**config.mk**
```make
export PLATFORM = sky130hd
export DESIGN_NAME = div_share_arbiter
export DESIGN_NICKNAME = d
export VERILOG_FILES = /design/src/rtl/div_share_arbiter.sv
export SDC_FILE = /design/constraint.sdc
export NUM_CORES = 1
export LEC_CHECK = 0
export CAP_MARGIN = 20
export CORE_AREA = 2 2 178 180
export CTS_CLUSTER_DIAMETER = 80
export CTS_CLUSTER_SIZE = 20
export DETAILED_ROUTE_END_ITERATION = 8
export DIE_AREA = 0 0 180 182
export HOLD_SLACK_MARGIN = 0.12
export PLACE_DENSITY = 0.57
export SYNTH_ARGS = -nofsm -noshare
export SYNTH_HDL_FRONTEND = slang
export SYNTH_SLANG_ARGS = --single-unit
```
**constraint.sdc**
```tcl
create_clock -name clk -period 4.8 [get_ports clk]
set_input_delay 0.72 -clock clk [delete_from_list [all_inputs] [get_ports clk]]
set_output_delay 0.72 -clock clk [all_outputs]
set_load 0.03 [all_outputs]
```
**src/rtl/div_share_arbiter.sv**
```systemverilog
// div_share_arbiter: shares one fixed-latency divider core among NUM_REQ
// requesters using round-robin arbitration.
//
// Optional feature macro: DIV_SHARE_STATS_EN (adds stat_clr/stat_ops/stat_dbz).
//
// Ports:
//   clk, rst              clock (rising edge) and asynchronous active-low reset
//   req_valid             per-requester request, held until its req_ack
//   req_dividend/divisor  flattened operands, requester i at [i*WORD_SIZE +: WORD_SIZE]
//   req_ack               one-hot grant pulse, operands captured this cycle
//   resp_valid            one-cycle result strobe
//   resp_id               requester index of the result
//   resp_quotient/remainder/dbz  registered result, held until the next response
//   busy                  high whenever the FSM is not in IDLE
//   div_start             one-cycle divider start
//   div_dividend/divisor  operands to the divider, stable ISSUE..end of WAIT
//   div_quotient/remainder  divider results
//   stat_clr, stat_ops, stat_dbz  (DIV_SHARE_STATS_EN only) saturating counters
module div_share_arbiter #(
   parameter int unsigned WORD_SIZE   = 32,
   parameter int unsigned NUM_REQ     = 4,
   parameter int unsigned ID_SIZE     = 2,
   parameter int unsigned DIV_LATENCY = 34
) (
   input  logic                         clk,
   input  logic                         rst,
   input  logic [NUM_REQ-1:0]           req_valid,
   input  logic [NUM_REQ*WORD_SIZE-1:0] req_dividend,
   input  logic [NUM_REQ*WORD_SIZE-1:0] req_divisor,
   output logic [NUM_REQ-1:0]           req_ack,
   output logic                         resp_valid,
   output logic [ID_SIZE-1:0]           resp_id,
   output logic [WORD_SIZE-1:0]         resp_quotient,
   output logic [WORD_SIZE-1:0]         resp_remainder,
   output logic                         resp_dbz,
   output logic                         busy,
   output logic                         div_start,
   output logic [WORD_SIZE-1:0]         div_dividend,
   output logic [WORD_SIZE-1:0]         div_divisor,
   input  logic [WORD_SIZE-1:0]         div_quotient,
   input  logic [WORD_SIZE-1:0]         div_remainder
`ifdef DIV_SHARE_STATS_EN
   ,
   input  logic                         stat_clr,
   output logic [15:0]                  stat_ops,
   output logic [15:0]                  stat_dbz
`endif
);

   localparam int unsigned CNT_W = $clog2(DIV_LATENCY + 1);
   localparam int unsigned SUM_W = ID_SIZE + 1;

   typedef enum logic [1:0] {IDLE, ISSUE, WAIT, RESP} state_t;

   state_t                 state;
   logic [ID_SIZE-1:0]     ptr;
   logic [ID_SIZE-1:0]     cur_id;
   logic [CNT_W-1:0]       wait_cnt;
   logic [WORD_SIZE-1:0]   op_dividend;
   logic [WORD_SIZE-1:0]   op_divisor;

   logic                   win_found;
   logic [ID_SIZE-1:0]     win_id;
   logic [ID_SIZE-1:0]     ptr_next;
   logic [SUM_W-1:0]       sum;
   logic [2*NUM_REQ-1:0]   req_dbl;
   logic [NUM_REQ-1:0]     req_rot;
   logic [WORD_SIZE-1:0]   sel_dividend;
   logic [WORD_SIZE-1:0]   sel_divisor;

   // Round-robin pick: rotate requests so the pointer sits at bit 0, take the
   // lowest set bit, then map the offset back to an absolute index.
   always_comb begin
      req_dbl   = {req_valid, req_valid};
      req_rot   = NUM_REQ'(req_dbl >> ptr);
      win_found = 1'b0;
      win_id    = '0;
      sum       = '0;
      for (int i = 0; i < NUM_REQ; i++) begin
         if (!win_found && req_rot[i]) begin
            win_found = 1'b1;
            sum       = SUM_W'(ptr) + SUM_W'(i);
            if (sum >= SUM_W'(NUM_REQ)) sum = sum - SUM_W'(NUM_REQ);
            win_id    = ID_SIZE'(sum);
         end
      end
   end

   // Operand mux for the winner.
   always_comb begin
      sel_dividend = '0;
      sel_divisor  = '0;
      for (int j = 0; j < NUM_REQ; j++) begin
         if (win_id == ID_SIZE'(j)) begin
            sel_dividend = req_dividend[j*WORD_SIZE +: WORD_SIZE];
            sel_divisor  = req_divisor[j*WORD_SIZE +: WORD_SIZE];
         end
      end
   end

   assign ptr_next = (win_id == ID_SIZE'(NUM_REQ - 1)) ? '0 : win_id + ID_SIZE'(1);

   // Grant is combinational so the requester sees its ack in the capture cycle.
   assign req_ack = (state == IDLE && win_found && rst) ? (NUM_REQ'(1) << win_id) : '0;

   assign div_dividend = op_dividend;
   assign div_divisor  = op_divisor;

   // Control FSM, operand latch and response registers.
   always_ff @(posedge clk or negedge rst) begin
      if (!rst) begin
         state          <= IDLE;
         ptr            <= '0;
         cur_id         <= '0;
         wait_cnt       <= '0;
         op_dividend    <= '0;
         op_divisor     <= '0;
         resp_valid     <= 1'b0;
         resp_id        <= '0;
         resp_quotient  <= '0;
         resp_remainder <= '0;
         resp_dbz       <= 1'b0;
         busy           <= 1'b0;
         div_start      <= 1'b0;
      end else begin
         resp_valid <= 1'b0;
         div_start  <= 1'b0;
         case (state)
            IDLE: begin
               if (win_found) begin
                  op_dividend <= sel_dividend;
                  op_divisor  <= sel_divisor;
                  cur_id      <= win_id;
                  ptr         <= ptr_next;
                  busy        <= 1'b1;
                  if (sel_divisor == '0) begin
                     // Divide-by-zero answered locally; the divider is never started.
                     resp_quotient  <= '1;
                     resp_remainder <= sel_dividend;
                     resp_dbz       <= 1'b1;
                     resp_id        <= win_id;
                     resp_valid     <= 1'b1;
                     state          <= RESP;
                  end else begin
                     div_start <= 1'b1;
                     state     <= ISSUE;
                  end
               end
            end
            ISSUE: begin
               wait_cnt <= CNT_W'(DIV_LATENCY);
               state    <= WAIT;
            end
            WAIT: begin
               if (wait_cnt == CNT_W'(1)) begin
                  resp_quotient  <= div_quotient;
                  resp_remainder <= div_remainder;
                  resp_dbz       <= 1'b0;
                  resp_id        <= cur_id;
                  resp_valid     <= 1'b1;
                  wait_cnt       <= '0;
                  state          <= RESP;
               end else begin
                  wait_cnt <= wait_cnt - CNT_W'(1);
               end
            end
            RESP: begin
               busy  <= 1'b0;
               state <= IDLE;
            end
            default: begin
               busy  <= 1'b0;
               state <= IDLE;
            end
         endcase
      end
   end

`ifdef DIV_SHARE_STATS_EN
   // Saturating response counters; clear wins over increment.
   always_ff @(posedge clk or negedge rst) begin
      if (!rst) begin
         stat_ops <= '0;
         stat_dbz <= '0;
      end else if (stat_clr) begin
         stat_ops <= '0;
         stat_dbz <= '0;
      end else if (resp_valid) begin
         if (stat_ops != 16'hFFFF) stat_ops <= stat_ops + 16'd1;
         if (resp_dbz && stat_dbz != 16'hFFFF) stat_dbz <= stat_dbz + 16'd1;
      end
   end
`endif

endmodule
```
==> impl_metrics.toml <==
[worst_setup_path]
cp.arrival_ns = 3.77
crit_top_cell = "clkdlybuf4s50_1"
cpPeakStageDelay_ns = 0.87
critPathBufInv = 3
critPathTopFamily = "buffers and inverters"
critPathMaxFanout = 34
cp_slowest_cell = "ha_2"
end_kind = "output port"
cp.required_ns = 4.08
crit_chain = "clkdlybuf4s50_1 -> nand2_1 -> o21ai_0 -> ha_2 -> buf_4 -> and3_1 -> clkdlybuf4s50_1"
worstSetupPathType = "in -> out"
startpoint_type = "input port"

[finish]
utilization = 0.4428
area.growth.synth_to_final_pct = 71.70
antenna_cells = 0
fin_area_mm2 = 0.01372
layout-drive-gt1-share = 0.07048
nets = 1684
nFillCells = 3051

[grt]
grt_pass1_wl_mm = 51.01
antenna_found_initial = 0
grt_pass1_vias = 8628
grt_usage = 0.2009
grt_max_degree = 78
grt_overflow = 0

[placement]
dpl_cell_area_mm2 = 0.01312
gp_congestion = 0.8592
dp_hpwl_mm = 25.64
port_buffers = 463

[power]
ir_drop_uv = 257.6
p_total_uw = 9097
powerDensity_mw_per_mm2 = 663.1
power.leakage_uw = 0.005495

[cts]
cts_setup_buffers = 0
ctsRootBufferMaster = "clkbuf_16"
clock_latency_ns = 0.43
cts_sinks = 146
ctsHoldBuffers = 0
htreeDepth = 4
cts.clk_slew.worst_paths_ns = 0.08
cts_resized = 0
cts_buffers = 17
ctsLongestPathBuffers = 2
cts_tree = "yes"

[die]
dieHeight_um = 182
die_area_mm2 = 0.03276
rows = 65
coreArea_mm2 = 0.03099
initial_utilization = 0.2579
io_pins = 464
die_w_um = 180

[synth]
yosysWarnings = 0
yosysSeqAreaShare = 0.4573
netlist_top_cells_area = "dfrtp_1 46%, nand2_1 9.8%, a21oi_1 6.3%, o21ai_0 4.9%, o211a_1 4.0%"
synthesis.nets = 1252
ys_ff_latch = 146
synth_top_area_frac = 0.4573
synth_ff_type = "dfrtp_1"
synth.distinct_cells = 37
synth_most_common_cell = "nand2_1"
synthCells = 917
synthArstFlopShare = 1.000
syn_area_per_cell_um2 = 8.713
synthTopCellsByCount = "209 x nand2_1, 146 x dfrtp_1, 100 x a21oi_1"
yosysTopAreaCell = "dfrtp_1"
synth-edff-count = 0
synth_area_mm2 = 0.007990

[routing]
dr.first_iter.drc_count = 319
wl_mm = 33.83
drc = 0
wl_per_cell_um = 19.18
avgViaCountPerCell = 4.876
dr.pass1.iters = 4
antenna_left = 0
vias = 8602

[outcome]
status = "finished clean"

[sta]
period_minus_slack_ns = 4.491
setup_viol = 0
maxSlewViolCount = 0
rsz0062_at_grt = "no"
fmax_ghz = 0.2226
finalClockSkew_ns = 0.01892
finalHoldViolations = 0
min_period_over_period = 0.9357
worst_hold_slack_ns = 0.1667
max_slew_margin = 0.3945
tightest_slew_ns = 0.9082

[hold_path]
worstHoldPathType = "in -> async"

[run]
drv_cap = 0
-- final timing paths --
path | from | depth (start not counted) | slack, ns | end
worst max-delay path | req_valid[2] | 7 | 0.31 | req_ack[0]
worst min-delay path | rst | 1 | 0.17 | resp_quotient[11]
worst max register to register | ptr[1] | 16 | 0.74 | resp_remainder[1]
worst min register to register | div_dividend[28] | 2 | 0.48 | div_dividend[28]
max in group asynchronous | rst | 2 | 3.41 | div_dividend[8]
min in group clk | div_dividend[28] | 2 | 0.48 | div_dividend[28]
-- metal layers --
layer  routed length, µm  share of wire  GRT usage
met4                 791          0.023    0.06341
met2               16700           0.49     0.3537
met3                2427          0.072    0.05776
met1               13910           0.41     0.2356
met5                   0              0          0
-- registers in the layout, summed over array words and instances, names as in the netlist --
signal	cells
state	2
div_dividend	32
cur_id	2
ptr	2
div_divisor	32
resp_id	2
resp_dbz	1
wait_cnt	6
busy	1
resp_valid	1
resp_remainder	32
resp_quotient	32
div_start	1
-- cell families after synthesis --
kind of cell / share of synthesized area
AO/OA/AOI/OAI: 0.2687
adder cells (fa/ha/maj): 0.01409
buffers and inverters: 0.04682
flip-flops: 0.4572
multiplexers: 0.05042
AND/OR/NAND/NOR: 0.1627
-- final cells by class --
| class | count | area (µm²) | area share |
|---|---|---|---|
| Timing Repair Buffer | 491 | 4921 | 0.3587 |
| Multi-Input combinational cell | 682 | 3999 | 0.2915 |
| Sequential cell | 146 | 3654 | 0.2663 |
| Tap cell | 402 | 503.0 | 0.03666 |
| Clock buffer | 18 | 439.2 | 0.03201 |
| Clock inverter | 14 | 162.7 | 0.01186 |
| Inverter | 11 | 41.29 | 0.003010 |
-- through the flow --
step / TNS [ns] / setup slack, ns / instances
2_1_floorplan: 0 / 1.240 / 917
3_3_place_gp: 0 / 0.09936 / 1732
3_5_place_dp: -0.1475 / -0.01861 / 1732
4_1_cts: 0 / 0.2847 / 1764
5_1_grt: 0 / 0.05273 / 1764
6_report: 0 / 0.3085 / 1764
-- cells in the final DEF, fill, tap and decap left out, drive strengths merged, types with 18 or more instances in the layout --
master,instances
o31ai,33
o21ai,79
o211a,32
mux2,34
buf,29
clkbuf,18
clkdlybuf4s50,462
a21oi,100
o22a,32
nand2,209
o22ai,51
dfrtp,146
nand3b,33
nor2,40
inv,18
-- power breakdown --
group	internal, µW	switching (µW)	total (µW)
registers	1790	304	2100
logic	2340	3290	5630
clock network	755	617	1370
total	4890	4210	9100
No activity file was read; power rests on OpenSTA's default activity.
